--- src/rtl/rd_burst_sched.sv ---
// Read-side burst scheduler for the async FIFO (rclk domain): occupancy tracking, burst pop sequencing
// and a registered valid/ready output stream. Optional partial-burst timeout under `RD_TIMEOUT_EN.
module rd_burst_sched #(
   parameter int ADDRSIZE  = 4,
   parameter int DSIZE     = 8,
   parameter int BURST_LEN = 4,
   parameter int TIMEOUT   = 255
) (
   input  logic                rclk,
   input  logic                rrst_n,
   input  logic                en,
   input  logic                flush,
   input  logic [ADDRSIZE:0]   rq2_wptr,
   input  logic [ADDRSIZE:0]   rptr,
   input  logic                rempty,
   input  logic [DSIZE-1:0]    rdata,
   output logic                rinc,
   output logic                out_valid,
   input  logic                out_ready,
   output logic [DSIZE-1:0]    out_data,
   output logic                out_last,
   output logic [ADDRSIZE:0]   level,
   output logic                busy
);

   typedef enum logic [1:0] {
      ST_IDLE  = 2'd0,
      ST_WAIT  = 2'd1,
      ST_BURST = 2'd2,
      ST_DONE  = 2'd3
   } state_t;

   localparam logic [ADDRSIZE:0] ZERO_C      = {(ADDRSIZE+1){1'b0}};
   localparam logic [ADDRSIZE:0] ONE_C       = (ADDRSIZE+1)'(1);
   localparam logic [ADDRSIZE:0] BURST_LEN_C = (ADDRSIZE+1)'(BURST_LEN);

   if (BURST_LEN < 1 || BURST_LEN > 2**ADDRSIZE || TIMEOUT < 1) begin : g_param_check
      $error("rd_burst_sched: illegal BURST_LEN or TIMEOUT");
   end

   function automatic logic [ADDRSIZE:0] gray2bin(input logic [ADDRSIZE:0] g);
      logic [ADDRSIZE:0] b;
      b[ADDRSIZE] = g[ADDRSIZE];
      for (int i = ADDRSIZE - 1; i >= 0; i--) begin
         b[i] = b[i+1] ^ g[i];
      end
      return b;
   endfunction

   state_t              state_r, state_s;
   logic [ADDRSIZE:0]   rem_r, rem_s;
   logic [ADDRSIZE:0]   level_r;
   logic                out_valid_r, out_valid_s;
   logic [DSIZE-1:0]    out_data_r, out_data_s;
   logic                out_last_r, out_last_s;
   logic                busy_r, busy_s;
   logic                rinc_s;
   logic                accept_s;
   logic                timeout_hit_s;

   assign accept_s = out_valid_r && out_ready;

`ifdef RD_TIMEOUT_EN
   localparam int TW = $clog2(TIMEOUT + 1);
   logic [TW-1:0] timer_r;

   assign timeout_hit_s = (timer_r == TW'(TIMEOUT));

   // Counts WAIT cycles holding a partial burst; any other situation restarts it.
   always_ff @(posedge rclk or negedge rrst_n) begin
      if (!rrst_n) begin
         timer_r <= {TW{1'b0}};
      end else if (state_r == ST_WAIT && state_s == ST_WAIT &&
                   level_r != ZERO_C && level_r < BURST_LEN_C) begin
         timer_r <= timer_r + TW'(1);
      end else begin
         timer_r <= {TW{1'b0}};
      end
   end
`else
   assign timeout_hit_s = 1'b0;
`endif

   // Next-state, pop strobe and output-register next values.
   always_comb begin
      state_s     = state_r;
      rem_s       = rem_r;
      out_valid_s = out_valid_r;
      out_data_s  = out_data_r;
      out_last_s  = out_last_r;
      rinc_s      = 1'b0;
      case (state_r)
         ST_IDLE: begin
            if (en) begin
               state_s = ST_WAIT;
            end else begin
               state_s = ST_IDLE;
            end
         end
         ST_WAIT: begin
            if (!en) begin
               state_s = ST_IDLE;
            end else if (level_r >= BURST_LEN_C ||
                         ((flush || timeout_hit_s) && level_r != ZERO_C)) begin
               state_s = ST_BURST;
               rem_s   = (level_r >= BURST_LEN_C) ? BURST_LEN_C : level_r;
            end else begin
               state_s = ST_WAIT;
            end
         end
         ST_BURST: begin
            // rempty is the final guard: a stale level must never cause a pop of an empty FIFO.
            rinc_s = !rempty && rem_r != ZERO_C && (!out_valid_r || out_ready);
            if (rinc_s) begin
               out_data_s  = rdata;
               out_valid_s = 1'b1;
               rem_s       = rem_r - ONE_C;
               out_last_s  = (rem_r == ONE_C);
               if (rem_r == ONE_C) begin
                  state_s = ST_DONE;
               end else begin
                  state_s = ST_BURST;
               end
            end else if (accept_s) begin
               out_valid_s = 1'b0;
            end else begin
               out_valid_s = out_valid_r;
            end
         end
         ST_DONE: begin
            if (accept_s && out_last_r) begin
               out_valid_s = 1'b0;
               state_s     = en ? ST_WAIT : ST_IDLE;
            end else begin
               state_s = ST_DONE;
            end
         end
         default: begin
            state_s     = ST_IDLE;
            out_valid_s = 1'b0;
         end
      endcase
      busy_s = (state_s == ST_BURST) || (state_s == ST_DONE);
   end

   // State, burst counter, occupancy and output registers.
   always_ff @(posedge rclk or negedge rrst_n) begin
      if (!rrst_n) begin
         state_r     <= ST_IDLE;
         rem_r       <= ZERO_C;
         level_r     <= ZERO_C;
         out_valid_r <= 1'b0;
         out_data_r  <= {DSIZE{1'b0}};
         out_last_r  <= 1'b0;
         busy_r      <= 1'b0;
      end else begin
         state_r     <= state_s;
         rem_r       <= rem_s;
         level_r     <= gray2bin(rq2_wptr) - gray2bin(rptr);
         out_valid_r <= out_valid_s;
         out_data_r  <= out_data_s;
         out_last_r  <= out_last_s;
         busy_r      <= busy_s;
      end
   end

   assign rinc      = rinc_s;
   assign out_valid = out_valid_r;
   assign out_data  = out_data_r;
   assign out_last  = out_last_r;
   assign level     = level_r;
   assign busy      = busy_r;

endmodule

--- config.mk ---
export PLATFORM = sky130hd
export DESIGN_NAME = rd_burst_sched
export DESIGN_NICKNAME = d
export VERILOG_FILES = /design/src/rtl/rd_burst_sched.sv
export SDC_FILE = /design/constraint.sdc
export NUM_CORES = 1
export LEC_CHECK = 0
export BUFFER_PORTS_ARGS = -buffer_cell sky130_fd_sc_hd__buf_2
export CELL_PAD_IN_SITES_DETAIL_PLACEMENT = 0
export CELL_PAD_IN_SITES_GLOBAL_PLACEMENT = 2
export CORE_MARGIN = 2
export CORE_UTILIZATION = 30
export CTS_CLUSTER_SIZE = 16
export DETAILED_ROUTE_END_ITERATION = 16
export MAX_ROUTING_LAYER = met4
export PLACE_DENSITY_LB_ADDON = 0.2
export SLEW_MARGIN = 0
export SYNTH_ARGS = -nofsm -noshare
export SYNTH_HDL_FRONTEND = slang
export SYNTH_SLANG_ARGS = --single-unit
export TNS_END_PERCENT = 1
--- constraint.sdc ---
create_clock -name rclk -period 2.65 [get_ports rclk]
set_clock_uncertainty 0.05 [all_clocks]
set_input_delay 0.265 -clock rclk [delete_from_list [all_inputs] [get_ports rclk]]
set_output_delay 0.265 -clock rclk [all_outputs]
set_load 0.05 [all_outputs]
* Word-level counts from Yosys, hierarchy flattened
Index checks and enable logic that the tools add are counted.
** Storage, ports and cells
- Register bits after elaboration :: 23
- Bits of input ports :: 24
- Output and inout port bits :: 17
- Word-level logic and storage cells :: 64
** Cells by class
- Add/subtract/negate cells :: 2
- Order comparisons :: 1
- Eq/ne operators :: 11
- Muxes and demuxes :: 17
- Bitwise operators :: 8
- Reduce and logical (&&, ||, !) cells :: 18
** Operators with widths (number)
- two-way mux 5 bit :: 4
- one-hot mux 5 bit (2 select lines) :: 1
- nonzero test 5 bit :: 2
- == test 2 bit (second input constant) :: 4
- two-way mux 2 bit :: 4
- inequality test 2 bit (second input constant) :: 4
- one-hot mux 2 bit (4 select lines) :: 1
- XOR 1 bit :: 8
- two-way mux 1 bit :: 6
- == test 5 x 1 -> 1 bit (second input constant) :: 1
- greater-or-equal comparator 5 x 3 -> 1 bit (second input constant) :: 1
- logical AND 1 bit :: 5
- subtractor 5 x 1 -> 5 bit (second input constant) :: 1
- subtractor 5 bit :: 1
- AND reduction 4 bit :: 1
- nonzero test 2 bit :: 2
- logical OR 1 bit :: 3
- inequality test 3 bit (second input constant) :: 1
- AND reduction 3 bit :: 1
- == test 2 x 1 -> 1 bit (second input constant) :: 1
- logical NOT 1 bit :: 2
- logical NOT 2 bit :: 1
- one-hot mux 1 bit (2 select lines) :: 1
- AND reduction 2 bit :: 1

* Depth between registers and ports, before layout
Gate-level depths: netlist of run 1.
- Depth in word-level cells :: 8
- Depth in mapped cells :: 10
- Gate-level depth less buffers :: 10

* Least setup slack after synthesis of run 1
No wires, ideal clock.
- Path kind :: input-to-reg
- Start point :: input port rq2_wptr[3]
- End point :: register level_r[4] (netlist: level[4])
- Setup time :: 0.125 ns
- Arrival time :: 2.014 ns
- Data required time :: 2.475 ns
- Setup slack :: 0.461 ns
- Stages on the path :: 10
- Path buffers :: 0
- Path through :: xor2_1 -> xnor2_1 -> xor2_1 -> xor2_1 -> ha_1 -> fa_1 -> inv_1 -> a21o_1 -> a21oi_1 -> xnor2_1
** Between the ends
- Longest elaborated chain between the ends :: 5
** Ends and longest elaborated chain
- from (decl) :: line 13 : input logic [ADDRSIZE:0] rq2_wptr,
- XOR 1 bit (*) :: line 45 : b[i] = b[i+1] ^ g[i];
- XOR 1 bit (3 in series) :: line 45
- subtractor 5 bit (*) :: line 159 : level_r <= gray2bin(rq2_wptr) - gray2bin(rptr);
- to (signal assigned) :: line 159
- to (decl) :: line 52 : logic [ADDRSIZE:0] level_r;
Mark *: on every way between the ends. The rest lies on a longest branch, timed or not.
A chain may end at the register's enable or synchronous reset.

* Final worst setup path of run 1
- Start point :: register rem_r[0]
- End point :: output port rinc
** Between the ends
- Longest elaborated chain between the ends :: 4
** Ends and longest elaborated chain
- from (decl) :: line 51 : logic [ADDRSIZE:0] rem_r, rem_s;
- from (signal assigned) :: line 158 : rem_r <= rem_s;
- nonzero test 5 bit :: line 113 : rinc_s = !rempty && rem_r != ZERO_C && (!out_valid_r || out_ready);
- logical AND 1 bit (2 in series) :: line 113
- two-way mux 1 bit :: line 92 : case (state_r)
- to (decl) :: line 17 : output logic rinc,
No other way between the ends.

==> results of run 1 <==
[timing repair]
item	in CTS	in global routing
setup endpoints to repair	0	0
hold buffers	1	0
endpoints found under the hold margin	22	0
[synth_stat cells, types with 2 or more instances]
cell type	count	share of area, %
ha_1	7	7.1
nor2_1	3	0.92
mux2_2	6	5.5
a21o_1	3	1.8
o21ai_0	4	1.6
nand3_1	2	0.81
nor3_1	4	1.6
nor3b_1	3	1.8
a21oi_1	4	1.6
xnor2_1	7	5.0
inv_1	12	3.7
nand2b_1	2	1.0
dfrtp_1	22	45
nand4_1	4	2.0
xor2_1	7	5.0
mux2_4	2	2.4
[routing by layer]
layer  vias to the layer above  wire length, µm  GRT usage, %
li1                        469                -             -
met2                        25             1230          20.6
met5                         -                0             -
met4                         0               31          4.50
met1                       437             1060          13.8
met3                         4              144          3.45
[stage by stage]
step / setup slack, ns / power [W] / hold WS [ns]
detailed placement: 0.246 / 0.00180 / 0.215
CTS: 0.487 / 0.00205 / 0.175
finish: 0.518 / 0.00202 / 0.186
floorplan: 0.461 / 0.00154 / -0.0806
global placement: 0.284 / 0.00179 / 0.208
global route: 0.332 / 0.00217 / 0.176
[worst max-delay path: cells and delay by family (launching register included)]
family / cells / cell delay [ns]
flip-flops: 1 / 0.40
buffers and inverters: 2 / 0.34
AND/OR/NAND/NOR: 2 / 0.66
adder cells (fa/ha/maj): 1 / 0.16
[how the worst max path moves through the flow]
stage	endpoint	slack, ns	cells past startpoint
2_1_floorplan	level[4]	0.46	10
3_3_place_gp	level[4]	0.28	11
3_5_place_dp	level[4]	0.25	11
4_1_cts	rinc	0.49	5
5_1_grt	level[4]	0.33	11
6_report	rinc	0.52	5
[power by group]
group          leakage [nW]  internal [W]  switching (W)
Sequential            0.263      0.000500       0.000134
Clock                0.0288      0.000132       0.000105
Combinational         0.465      0.000381       0.000766
Total                 0.757       0.00101        0.00101
[logic make-up after synthesis]
| logic type | count (synthesis) |
|---|---|
| AO/OA/AOI/OAI | 19 |
| XOR/XNOR | 14 |
| adder cells (fa/ha/maj) | 8 |
| buffers and inverters | 14 |
| flip-flops | 22 |
| multiplexers | 9 |
| AND/OR/NAND/NOR | 23 |
[sequential cells by signal (all words and copies together) (netlist names)]
name / count
out_data: 8
out_last: 1
state_r: 1
busy: 1
out_valid: 1
level: 5
rem_r: 5
[area by class of cell]
class	count	area (µm²)	share of cell area (%)
Tap cell	50	62.6	4.05
Inverter	12	45.0	2.91
Sequential cell	22	551	35.6
Multi-Input combinational cell	73	607	39.3
Timing Repair Buffer	43	225	14.6
Clock buffer	4	55.1	3.56
==> flow_summary.toml, run 1 <==
[status]
status = "complete, no violations"

[placed_design]
hpwl_um = 1980
placedCellCount = 199
gp_congestion = 0.717
portBuffers = 40
place_area_um2 = 1480

[route]
antenna_left = 0
wl_per_cell_um = 12.1
viasPerCell = 4.58
vias = 935
drcViolationCount = 0
drt-total-wl_um = 2470
drt_pass1_iterations = 4
drt_iter0_drc = 19

[timing]
setup_viol = 0
timing.final.hold_violations = 0
tightest_slew_ns = 0.495
setup-tns-final_ns = 0
maxSlewHeadroom_pct = 67.0
min_period_ns = 2.13
fin_crit_sh_pct = 80.4
fmax_ghz = 0.469
slew_viol_final = 0
grt_setup_unrepaired = "no"

[synth]
ys_types = 33
synthMuxAreaShare_pct = 8.76
syn_avg_cell_area_um2 = 11.3
synth_top_flop_cell = "dfrtp_1"
synth_top_family_by_area = "simple AND/OR/NAND/NOR gates"
syn_nets = 141
synth-seq-area-share_pct = 44.8
synth_compound_area_share_pct = 10.4
synth.cell_area_um2 = 1230
synthSimpleGateAreaFrac_pct = 11.5
synth-edff-count = 0
synth-seq-cells = 22
synthXorXnorAreaFrac_pct = 9.98
async_flop_share_pct = 100
synth_fa_ha_area_share_pct = 8.76
yosys_warnings = 0
netlist_instances = 109

[die]
dieHeight_um = 68.0
start_util_pct = 30.9
dieArea_um2 = 4620
core_um2 = 3970
io_pins = 41
num_rows = 23
die_width_um = 68.0

[setup_path]
r2r_slack_ns = 0.63
cp_max_fo = 4
worstPathCellList = "inv_1, ha_1, or4b_4, and3_1, buf_2"
crit_type = "register to output port"
cp-end-kind = "output port"
cp.required_ns = 2.34
r2r_end = "out_data[4]"
crit_path_max_incr_delay_ns = 0.48
critPathLaunch = "rem_r[0]"
crit_slowest_cell = "or4b_4"
arrival_ns = 1.82
rr_worst_depth = 6
r2r_start = "rem_r[0]"
start_kind = "register"

[layout]
final_common_cell = "buf_2"
drive_gt1_share_pct = 36.4
nFillCells = 418
layout_common_cells = "40 x buf_2, 22 x dfrtp_1, 12 x inv_1"
final_nets = 187
antenna_cells = 0
post-route-util_pct = 38.9
area_growth_pct = 25.8
final_cells = 204
design_area_um2 = 1550

[cts]
tritoncts = "done"
clock_path_buffers = 2
cts_inserted_buffers = 3
cts_resized = 0
clock-root-buffer = "clkbuf_8"
clock_latency_ns = 0.26
clk_pin_slew_ns = 0.08
postCtsSetupRepairBufs = 0
htreeDepth = 1
cts_sinks = 22

[worst_hold_path]
hp-class = "primary input to register"
worstHoldStart = "rdata[2]"
min_path_cells = 2
worstHoldEndpoint = "out_data[2]"

[power_and_ir_drop]
vdd_drop_max_v = 0.000525
p_leak_nw = 0.757
power.density_nw_per_um2 = 1310

[grt]
grt_max_degree = 23
antenna_found_initial = 0
grt_overflow = 0
grt_usage_pct = 12.2
grt_pass1_wl_um = 4040
grt_pass1_vias = 953

[run]
maxCapViolCount = 0
No activity file was read; power rests on OpenSTA's default activity.
==> run 2: changes to the inputs <==
- ABC_AREA: not set -> 1
- CORE_UTILIZATION: 30 -> 25
- clock period: 2.65 -> 1.8 ns (I/O delays scaled with it)
==> flow_summary.toml, run 2 <==
[status]
status = "complete, no violations"

[die]
start_util_pct = 26.1
dieArea_um2 = 5960
num_rows = 26
dieHeight_um = 77.2
die_width_um = 77.2
io_pins = 41
core_um2 = 5140

[timing]
tightest_slew_ns = 0.495
min_period_ns = 1.65
setup_viol = 0
slew_viol_final = 0
whs_ns = 0.0534
timing.final.hold_violations = 0
fmax_ghz = 0.606
fin_crit_sh_pct = 91.7
maxSlewHeadroom_pct = 67.0
grt_setup_unrepaired = "no"

[layout]
antenna_cells = 0
area_growth_pct = 36.0
nFillCells = 573
largest_reg_flops = 8
drive_gt1_share_pct = 29.1
final_common_cell = "nand2_1"
design_area_um2 = 1820
final_nets = 270
layout_common_cells = "70 x nand2_1, 39 x buf_2, 24 x inv_1"

[setup_path]
worstPathCellList = "inv_1, ha_1, nand3_1, nand3_4, inv_4, buf_6"
cp-end-kind = "output port"
arrival_ns = 1.42
crit_slowest_cell = "dfrtp_1"
start_kind = "register"
r2r_slack_ns = 0.33
cp_max_fo = 10
crit_path_max_incr_delay_ns = 0.36
r2r_start = "rem_r[0]"
cp.required_ns = 1.57
r2r_end = "rem_r[1]"
rr_worst_depth = 8
crit_type = "register to output port"

[synth]
ys_types = 22
async_flop_share_pct = 100
synth-edff-count = 0
synth-seq-area-share_pct = 41.1
synth_top_area_share_pct = 41.1
synth_top_area_cell = "dfrtp_1"
synth-seq-cells = 22
synth.cell_area_um2 = 1340
syn_avg_cell_area_um2 = 7.53
synth_top_flop_cell = "dfrtp_1"
yosys_warnings = 0
netlist_instances = 178
syn_nets = 210
synth_most_common_cell = "nand2_1"
ys_top_cells_by_area = "dfrtp_1 41%, nand2_1 20%, nand3_1 6.7%"
ys_top_cells_by_count = "70 x nand2_1, 24 x inv_1, 22 x dfrtp_1, 18 x nand3_1, 8 x nor2_1"

[worst_hold_path]
worstHoldStart = "rdata[5]"
min_path_cells = 3
hp-class = "primary input to register"
worstHoldEndpoint = "out_data[5]"

[grt]
grt_max_degree = 23
grt_overflow = 0
antenna_found_initial = 0
grt_pass1_vias = 1229
grt_usage_pct = 11.5
grt_pass1_wl_um = 5380

[cts]
clock_latency_ns = 0.26
clk_pin_slew_ns = 0.08
cts_inserted_buffers = 3
htreeDepth = 1
cts_sinks = 22
clock-root-buffer = "clkbuf_8"
clock_path_buffers = 2
tritoncts = "done"

[power_and_ir_drop]
intPower_w = 0.000962
power.density_nw_per_um2 = 779
p_leak_nw = 1.07
combinationalPowerShare_pct = 28.2
seqPwrFrac_pct = 39.2
p_sw_share_pct = 32.3
vdd_drop_max_v = 0.000388
p_sw_w = 0.000459
clockPowerShare_pct = 32.5

[route]
drt_iter0_drc = 22
antenna_left = 0
wl_per_cell_um = 9.93
drt-total-wl_um = 3050
drt_pass1_iterations = 4
viasPerCell = 4.07
vias = 1249
drcViolationCount = 0

[run]
maxCapViolCount = 0

[placed_design]
portBuffers = 40
gp_congestion = 0.790
hpwl_um = 2530
place_area_um2 = 1720
==> run 2: cell types whose count changed in the layout (fill, tap and decap cells not counted), moves of 3 or more <==
cell / previous run / this run
nand4_1: 4 / 1
mux2_2: 6 / 0
inv_1: 12 / 24
nand2_1: 0 / 70
a21o_1: 3 / 0
nand3_1: 2 / 18
xor2_1: 7 / 2
xnor2_1: 7 / 2
nor3_1: 4 / 0
buf_4: 2 / 15
nor2_1: 3 / 8
nor3b_1: 3 / 0
==> run 2: power groups by stage <==
| stage | Combinational (W) | Sequential (W) | Clock, W |
|---|---|---|---|
| 2_1_floorplan | 0.000132 | 0.000697 | 0 |
| 3_3_place_gp | 0.000404 | 0.000569 | 0 |
| 3_5_place_dp | 0.000401 | 0.000570 | 0 |
| 4_1_cts | 0.000404 | 0.000560 | 0.000479 |
| 5_1_grt | 0.000444 | 0.000567 | 0.000504 |
| 6_report | 0.000401 | 0.000557 | 0.000462 |
==> run 2: logic make-up after synthesis <==
| family | count (synthesis) | share of synthesized area [%] |
|---|---|---|
| and+or+nand+nor | 103 | 33.2 |
| xor gates and xnor gates | 4 | 2.61 |
| buffers and inverters | 26 | 8.03 |
| adders and majority gates | 8 | 8.03 |
| AOI/OAI and AO/OA | 15 | 7.00 |
| DFF | 22 | 41.1 |
==> run 2: worst max-delay path, delay by kind of cell, from the launching register on <==
| kind | cells | cell delay, ns |
|---|---|---|
| buffers and inverters | 3 | 0.36 |
| flip-flops | 1 | 0.36 |
| adder cells (fa/ha/maj) | 1 | 0.21 |
| AND/OR/NAND/NOR | 2 | 0.22 |
==> run 2: stage by stage <==
| stage | cells | TNS, ns | total power, W | utilization (%) | worst slack, ns |
|---|---|---|---|---|---|
| floorplan | 178 | 0 | 0.000829 | - | 0.0295 |
| global placement | 301 | -0.212 | 0.000973 | 33.5 | -0.134 |
| detailed placement | 301 | -0.213 | 0.000971 | 33.5 | -0.139 |
| CTS | 306 | 0 | 0.00144 | 35.1 | 0.0165 |
| global route | 307 | 0 | 0.00152 | 35.5 | 0.0111 |
| finish | 307 | 0 | 0.00142 | 35.5 | 0.150 |
==> run 2: area by class of cell <==
type | count | area, µm² | share of cell area (%)
repair buffers | 56 | 329 | 18.1
well taps | 70 | 87.6 | 4.80
flip-flops and latches | 22 | 551 | 30.2
clock inverters | 1 | 30.0 | 1.65
inverters | 25 | 96.3 | 5.28
clock buffers | 3 | 41.3 | 2.26
multi-input cells | 130 | 688 | 37.7
==> run 2: what timing repair did <==
action	4_1_cts	5_1_grt
gates resized for setup	1	4
cloned	0	0
setup endpoints to repair	1	2
hold endpoints to repair	22	0
hold buffers	1	0
buffers inserted	0	1
==> run 2: worst max path at each step <==
stage | start | endpoint | slack, ns | depth (start not counted)
floorplan | rq2_wptr[3] | level[4] | 0.03 | 12
global placement | rptr[4] | level[4] | -0.13 | 13
global route | rq2_wptr[3] | level[4] | 0.01 | 13
finish | rem_r[0] | rinc | 0.15 | 6
CTS | rem_r[0] | rinc | 0.02 | 6
detailed placement | rq2_wptr[4] | level[4] | -0.14 | 13
==> run 2: layer usage <==
| metal | track usage (%) | wire, µm | vias to the layer above |
|---|---|---|---|
| met5 | - | 0 | - |
| met4 | 4.82 | 59 | 0 |
| met3 | 1.18 | 70 | 5 |
| met2 | 21.0 | 1630 | 19 |
| met1 | 12.7 | 1290 | 553 |
| li1 | - | - | 672 |
